$ cat config.mk
export PLATFORM = sky130hd
export DESIGN_NAME = nios_mem_loader
export DESIGN_NICKNAME = d
export VERILOG_FILES = /design/src/rtl/nios_mem_loader.sv
export SDC_FILE = /design/constraint.sdc
export NUM_CORES = 1
export LEC_CHECK = 0
export BUFFER_PORTS_ARGS = -buffer_cell sky130_fd_sc_hd__buf_2
export CAP_MARGIN = 15
export CORE_UTILIZATION = 45
export DETAILED_ROUTE_END_ITERATION = 8
export RECOVER_POWER = 50
export SYNTH_ARGS = -nofsm -noshare
export SYNTH_HDL_FRONTEND = slang
export SYNTH_HIERARCHICAL = 1
export SYNTH_SLANG_ARGS = --single-unit
$ cat constraint.sdc
create_clock -name clk -period 3.65 [get_ports clk]
set_input_delay 0.1825 -clock clk [delete_from_list [all_inputs] [get_ports clk]]
set_output_delay 0.1825 -clock clk [all_outputs]
set_load 0.03 [all_outputs]
$ cat src/rtl/nios_mem_loader.sv
// Loads a framed UART byte stream (sync, address, length, data, checksum) into the
// Nios program memory through a write-only Avalon-MM master, holding the CPU in reset meanwhile.
module nios_mem_loader #(
   parameter int          ADDR_W         = 10,
   parameter int          TIMEOUT_CYCLES = 5000000,
   parameter logic [7:0]  SYNC_BYTE      = 8'hA5
) (
   input  logic              clk,
   input  logic              reset,
   input  logic [7:0]        rx_data,
   input  logic              rx_valid,
   output logic [ADDR_W-1:0] mem_address,
   output logic [3:0]        mem_byteenable,
   output logic              mem_chipselect,
   output logic              mem_write,
   output logic [31:0]       mem_writedata,
   output logic              cpu_hold,
   output logic              busy,
   output logic              done,
   output logic              error,
   output logic [1:0]        err_code
);

   localparam int               TMO_W    = $clog2(TIMEOUT_CYCLES + 1);
   localparam logic [TMO_W-1:0] TMO_LAST = TMO_W'(TIMEOUT_CYCLES - 1);
   localparam logic [16:0]      LEN_MAX  = 17'(4 * (2 ** ADDR_W));

   localparam logic [1:0] ERR_NONE = 2'd0;
   localparam logic [1:0] ERR_CSUM = 2'd1;
   localparam logic [1:0] ERR_LEN  = 2'd2;
   localparam logic [1:0] ERR_TMO  = 2'd3;

   typedef enum logic [2:0] {
      S_IDLE   = 3'd0,
      S_ADDR_L = 3'd1,
      S_ADDR_H = 3'd2,
      S_LEN_L  = 3'd3,
      S_LEN_H  = 3'd4,
      S_DATA   = 3'd5,
      S_CSUM   = 3'd6
   } state_t;

   state_t            state_r;
   logic [7:0]        addr_lo_r;
   logic [7:0]        len_lo_r;
   logic [ADDR_W-1:0] base_r;
   logic [15:0]       len_r;
   logic [15:0]       cnt_r;
   logic [7:0]        csum_r;
   logic [31:0]       pack_r;
   logic [TMO_W-1:0]  tmo_r;

   logic [ADDR_W-1:0] mem_address_r;
   logic [3:0]        mem_byteenable_r;
   logic              mem_write_r;
   logic [31:0]       mem_writedata_r;
   logic              busy_r;
   logic              done_r;
   logic              error_r;
   logic [1:0]        err_code_r;

   logic [31:0]       pack_next_s;
   logic [3:0]        lane_be_s;
   logic [15:0]       cnt_next_s;
   logic              last_byte_s;
   logic              word_end_s;
   logic              len_too_big_s;

   function automatic logic [7:0] csum_add(input logic [7:0] acc, input logic [7:0] b);
      csum_add = acc + b;
   endfunction

   // Place the incoming byte on its lane and build the enables for lanes 0..current
   always_comb begin
      pack_next_s = pack_r;
      lane_be_s   = 4'b0000;
      case (cnt_r[1:0])
         2'd0: begin
            pack_next_s[7:0] = rx_data;
            lane_be_s        = 4'b0001;
         end
         2'd1: begin
            pack_next_s[15:8] = rx_data;
            lane_be_s         = 4'b0011;
         end
         2'd2: begin
            pack_next_s[23:16] = rx_data;
            lane_be_s          = 4'b0111;
         end
         2'd3: begin
            pack_next_s[31:24] = rx_data;
            lane_be_s          = 4'b1111;
         end
         default: begin
            pack_next_s = pack_r;
            lane_be_s   = 4'b0000;
         end
      endcase
   end

   // Frame position decodes used by the sequencer
   always_comb begin
      cnt_next_s    = cnt_r + 16'd1;
      last_byte_s   = (cnt_next_s == len_r);
      word_end_s    = (cnt_r[1:0] == 2'd3) || last_byte_s;
      len_too_big_s = ({1'b0, rx_data, len_lo_r} > LEN_MAX);
   end

   // Frame sequencer, packing datapath and all registered outputs
   always_ff @(posedge clk) begin
      if (reset) begin
         state_r          <= S_IDLE;
         addr_lo_r        <= 8'h00;
         len_lo_r         <= 8'h00;
         base_r           <= '0;
         len_r            <= 16'h0000;
         cnt_r            <= 16'h0000;
         csum_r           <= 8'h00;
         pack_r           <= 32'h0000_0000;
         tmo_r            <= '0;
         mem_address_r    <= '0;
         mem_byteenable_r <= 4'b0000;
         mem_write_r      <= 1'b0;
         mem_writedata_r  <= 32'h0000_0000;
         busy_r           <= 1'b0;
         done_r           <= 1'b0;
         error_r          <= 1'b0;
         err_code_r       <= ERR_NONE;
      end else begin
         done_r      <= 1'b0;
         error_r     <= 1'b0;
         mem_write_r <= 1'b0;
         if (state_r == S_IDLE) begin
            tmo_r <= '0;
            if (rx_valid && (rx_data == SYNC_BYTE)) begin
               state_r    <= S_ADDR_L;
               busy_r     <= 1'b1;
               err_code_r <= ERR_NONE;
               cnt_r      <= 16'h0000;
               csum_r     <= 8'h00;
               pack_r     <= 32'h0000_0000;
            end
         end else if (!rx_valid) begin
            if (tmo_r == TMO_LAST) begin
               // A write already launched completes; an unfinished packed word is dropped
               state_r    <= S_IDLE;
               busy_r     <= 1'b0;
               error_r    <= 1'b1;
               err_code_r <= ERR_TMO;
               pack_r     <= 32'h0000_0000;
               tmo_r      <= '0;
            end else begin
               tmo_r <= tmo_r + TMO_W'(1);
            end
         end else begin
            tmo_r <= '0;
            case (state_r)
               S_ADDR_L: begin
                  addr_lo_r <= rx_data;
                  state_r   <= S_ADDR_H;
               end
               S_ADDR_H: begin
                  base_r  <= ADDR_W'({rx_data, addr_lo_r});
                  state_r <= S_LEN_L;
               end
               S_LEN_L: begin
                  len_lo_r <= rx_data;
                  state_r  <= S_LEN_H;
               end
               S_LEN_H: begin
                  len_r <= {rx_data, len_lo_r};
                  if (len_too_big_s) begin
                     state_r    <= S_IDLE;
                     busy_r     <= 1'b0;
                     error_r    <= 1'b1;
                     err_code_r <= ERR_LEN;
                  end else if ({rx_data, len_lo_r} == 16'h0000) begin
                     state_r <= S_CSUM;
                  end else begin
                     state_r <= S_DATA;
                  end
               end
               S_DATA: begin
                  cnt_r  <= cnt_next_s;
                  csum_r <= csum_add(csum_r, rx_data);
                  if (word_end_s) begin
                     mem_write_r      <= 1'b1;
                     mem_address_r    <= base_r + cnt_r[ADDR_W+1:2];
                     mem_byteenable_r <= lane_be_s;
                     mem_writedata_r  <= pack_next_s;
                     pack_r           <= 32'h0000_0000;
                  end else begin
                     pack_r <= pack_next_s;
                  end
                  if (last_byte_s) begin
                     state_r <= S_CSUM;
                  end
               end
               S_CSUM: begin
                  state_r <= S_IDLE;
                  busy_r  <= 1'b0;
                  if (rx_data == csum_r) begin
                     done_r <= 1'b1;
                  end else begin
                     error_r    <= 1'b1;
                     err_code_r <= ERR_CSUM;
                  end
               end
               default: begin
                  state_r <= S_IDLE;
                  busy_r  <= 1'b0;
               end
            endcase
         end
      end
   end

   assign mem_address    = mem_address_r;
   assign mem_byteenable = mem_byteenable_r;
   assign mem_chipselect = mem_write_r;
   assign mem_write      = mem_write_r;
   assign mem_writedata  = mem_writedata_r;
   assign cpu_hold       = busy_r;
   assign busy           = busy_r;
   assign done           = done_r;
   assign error          = error_r;
   assign err_code       = err_code_r;

   nios_mem_loader_chk u_chk (
      .clk            (clk),
      .reset          (reset),
      .done           (done_r),
      .error          (error_r),
      .mem_write      (mem_write),
      .mem_chipselect (mem_chipselect),
      .busy           (busy),
      .cpu_hold       (cpu_hold)
   );

endmodule

// Structural invariants of the loader outputs.
module nios_mem_loader_chk (
   input logic clk,
   input logic reset,
   input logic done,
   input logic error,
   input logic mem_write,
   input logic mem_chipselect,
   input logic busy,
   input logic cpu_hold
);

   a_pulse_excl : assert property (@(posedge clk) disable iff (reset) !(done && error));
   a_cs_eq_wr   : assert property (@(posedge clk) disable iff (reset) mem_write == mem_chipselect);
   a_hold_busy  : assert property (@(posedge clk) disable iff (reset) busy == cpu_hold);
   a_end_idle   : assert property (@(posedge clk) disable iff (reset) (done || error) |-> !busy);

endmodule

==> impl_metrics.toml <==
[outcome]
outcome = "finished clean"

[yosys]
synth_top_area_frac = 0.412
synthesis.area_um2 = 8550
ys_warn_count = 6
synth_common_cells = "dfxtp_1, nand2_1, a21oi_1, nor2_1, clkbuf_1"
async_flop_share = 0
synth_seq_cells = 176
ys.flop_type = "dfxtp_1"
yosys.cell_count.top_type = "dfxtp_1"
syn_nets = 991
seq_area_frac_synth = 0.412
yosys-top-cells-area = "dfxtp_1, a21oi_1, mux2i_1"
syn_inst = 956
synth_edf_count = 0
synth_top_area_cell = "dfxtp_1"
synth.avg_cell_area_um2 = 8.95
synth.distinct_cells = 66

[critical_path]
crit_path_start_kind = "flip-flop"
cpMostUsedCell = "mux2i_1"
r2r-end = "pack_r[15]"
r2r_slack_ns = 0.31
ff2ff_path_depth = 10
crit_type = "flip-flop to flip-flop"
reg2reg_from = "cnt_r[3]"
critPathMaxFanout = 11
cp_cell_sequence = "nand4_2 -> nor3_2 -> mux2i_1 -> mux2i_1 -> a22oi_1 -> o21ai_4 -> buf_12 -> buf_4 -> o31ai_2 -> a22o_1"
endpoint_kind = "flip-flop"
slowest_delay_ns = 0.60
crit_required_ns = 4.03
critPathSlowestCell = "dfxtp_1"
crit_arrival_ns = 3.72

[hold_path]
hp-class = "input port to flip-flop"
min-delay-start = "rx_valid"
hold_end = "state_r[2]"
worstHoldPathCells = 3

[timing]
finalSetupTns_ns = 0
slew_viol_final = 0
hold_viol = 0
fmax_mhz = 299
rsz0062_at_grt = "no"
slew_headroom = 0.181
tightest_slew_ns = 1.23
period_minus_slack_ns = 3.34
setup_viol = 0
fin_crit_sh = 0.916
skew_ns = 0.00811

[layout]
drive_above_1_share = 0.110
areaGrowthSynthToFinish_pct = 11.5
antennaDiodeCount = 0
fill_cells = 1829
layout.cells.non_filler = 1236
nNetsFinal = 1024
utilization = 0.512

[clock_network]
cts_made_buffers = 17
cts_tree = "done"
worstSkewPairLatency_ns = 0.43
clock-sinks = 176
clk_pin_slew_ns = 0.07
cts-root-buf = "clkbuf_16"
htree_num_levels = 4
clockBufferDepth = 2

[die]
core_area_um2 = 18600
die_w_um = 140
initial_utilization = 0.459
io_pins = 65
die_y_um = 140
rows = 50
die_area_um2 = 19600

[global_route]
grt_pass1_wl_um = 35200
grt_max_degree = 57
grt-ovfl-total = 0
grt_util_all_layers = 0.227
grt_pass1_vias = 6629
antenna_found_initial = 0

[placement]
numPortBuffers = 64
place_inst = 1199
dp_hpwl_um = 14100
gp_congestion = 0.881

[routing]
wirelength_um = 21600
drt_first_pass_iters = 5
ant_nets = 0
vias = 6956
routedWlPerCell_um = 17.5
drcViolationCount = 0
drtIter0Drc = 466
vias_per_cell = 5.63

[power]
p_leak_nw = 3.25
p_per_area_nw_per_um2 = 430
ir_drop_v = 0.000332

[job]
cap_violations = 0
metal layers:
layer	vias to the layer above	track usage	wire [um]
met5	-	0	0
met4	0	0.0844	527
met3	29	0.0471	757
met2	129	0.364	9880
met1	3332	0.302	10500
li1	3466	-	-
power breakdown:
group	internal (mW)	total [mW]	switching, mW	leakage (nW)
Sequential	1.93	1.94	0.0122	1.42
Clock	1.17	1.96	0.790	0.304
Combinational	0.0534	0.207	0.154	1.52
layout by cell type (no fill, tap or decap), types with 5 or more instances in the layout:
cell type | netlist | routed
a211oi_2 | 34 | 34
a21oi_1 | 97 | 97
a22o_1 | 26 | 26
a31oi_1 | 5 | 5
and3_1 | 16 | 16
buf_2 | 3 | 9
buf_4 | 4 | 18
clkbuf_1 | 49 | 56
clkbuf_16 | 0 | 17
dfxtp_1 | 176 | 176
ha_1 | 22 | 22
inv_1 | 17 | 17
mux2i_1 | 45 | 46
nand2_1 | 102 | 102
nand2b_1 | 5 | 5
nand3_1 | 30 | 30
nand4_1 | 8 | 8
nor2_1 | 76 | 76
nor2b_1 | 18 | 18
nor3_1 | 18 | 18
nor4_1 | 9 | 10
o21a_1 | 5 | 5
o21ai_0 | 45 | 45
o31ai_1 | 8 | 8
xnor2_1 | 30 | 30
xor2_1 | 23 | 23
through the flow:
step / area [um^2] / hold WS, ns / setup WS, ns / total power [mW]
after floorplan: 8550 / 0.418 / 0.790 / 2.13
after CTS: 9580 / 0.0985 / 0.222 / 4.15
after global placement: 8960 / 0.428 / 0.415 / 2.20
final: 9540 / 0.113 / 0.305 / 4.11
after detailed placement: 8960 / 0.440 / 0.243 / 2.20
after global routing: 9540 / 0.122 / 0.0266 / 4.23
worst max-delay path by stage:
stage / slack (ns) / from / endpoint
3_3_place_gp: 0.41 / cnt_r[0] / mem_byteenable[2]
5_1_grt: 0.03 / cnt_r[2] / pack_r[12]
2_1_floorplan: 0.79 / cnt_r[0] / pack_r[10]
6_report: 0.31 / cnt_r[3] / pack_r[15]
3_5_place_dp: 0.24 / cnt_r[0] / mem_byteenable[2]
4_1_cts: 0.22 / cnt_r[0] / mem_byteenable[2]
sequential cells by signal (all words and copies together) (netlist names), 10 cells and up:
| signal | count |
|---|---|
| pack_r | 32 |
| cnt_r | 16 |
| len_r | 16 |
| mem_address | 10 |
| tmo_r | 23 |
| base_r | 10 |
| mem_writedata | 32 |
cell type report:
cell class	count	area, um^2	area share
clock buffer	19	443	0.0464
clock inverter	13	181	0.0190
inverter	17	63.8	0.00669
multi-input combinational	692	4590	0.481
sequential	176	3520	0.369
tap	234	293	0.0307
timing repair buffer	85	447	0.0468
logic make-up after synthesis:
logic type / share of synthesized area
adder cells (fa/ha/maj): 0.0369
AO/OA/AOI/OAI: 0.206
buffers and inverters: 0.0505
flip-flops: 0.412
multiplexers: 0.0553
AND/OR/NAND/NOR: 0.185
XOR/XNOR: 0.0543
worst max-delay path: cells and delay by family, from the launching register on:
family          cells  cell delay (ns)
flops               1             0.60
simple gates        2             0.70
mux                 2             0.32
compound gates      4             1.37
buf+inv             2             0.29
what timing repair did:
action | in CTS | in global routing
resized for setup | 0 | 0
hold buffers | 0 | 0
endpoints found under the setup margin | 0 | 19
setup buffers | 0 | 5
(Power assumes the default switching activity.)
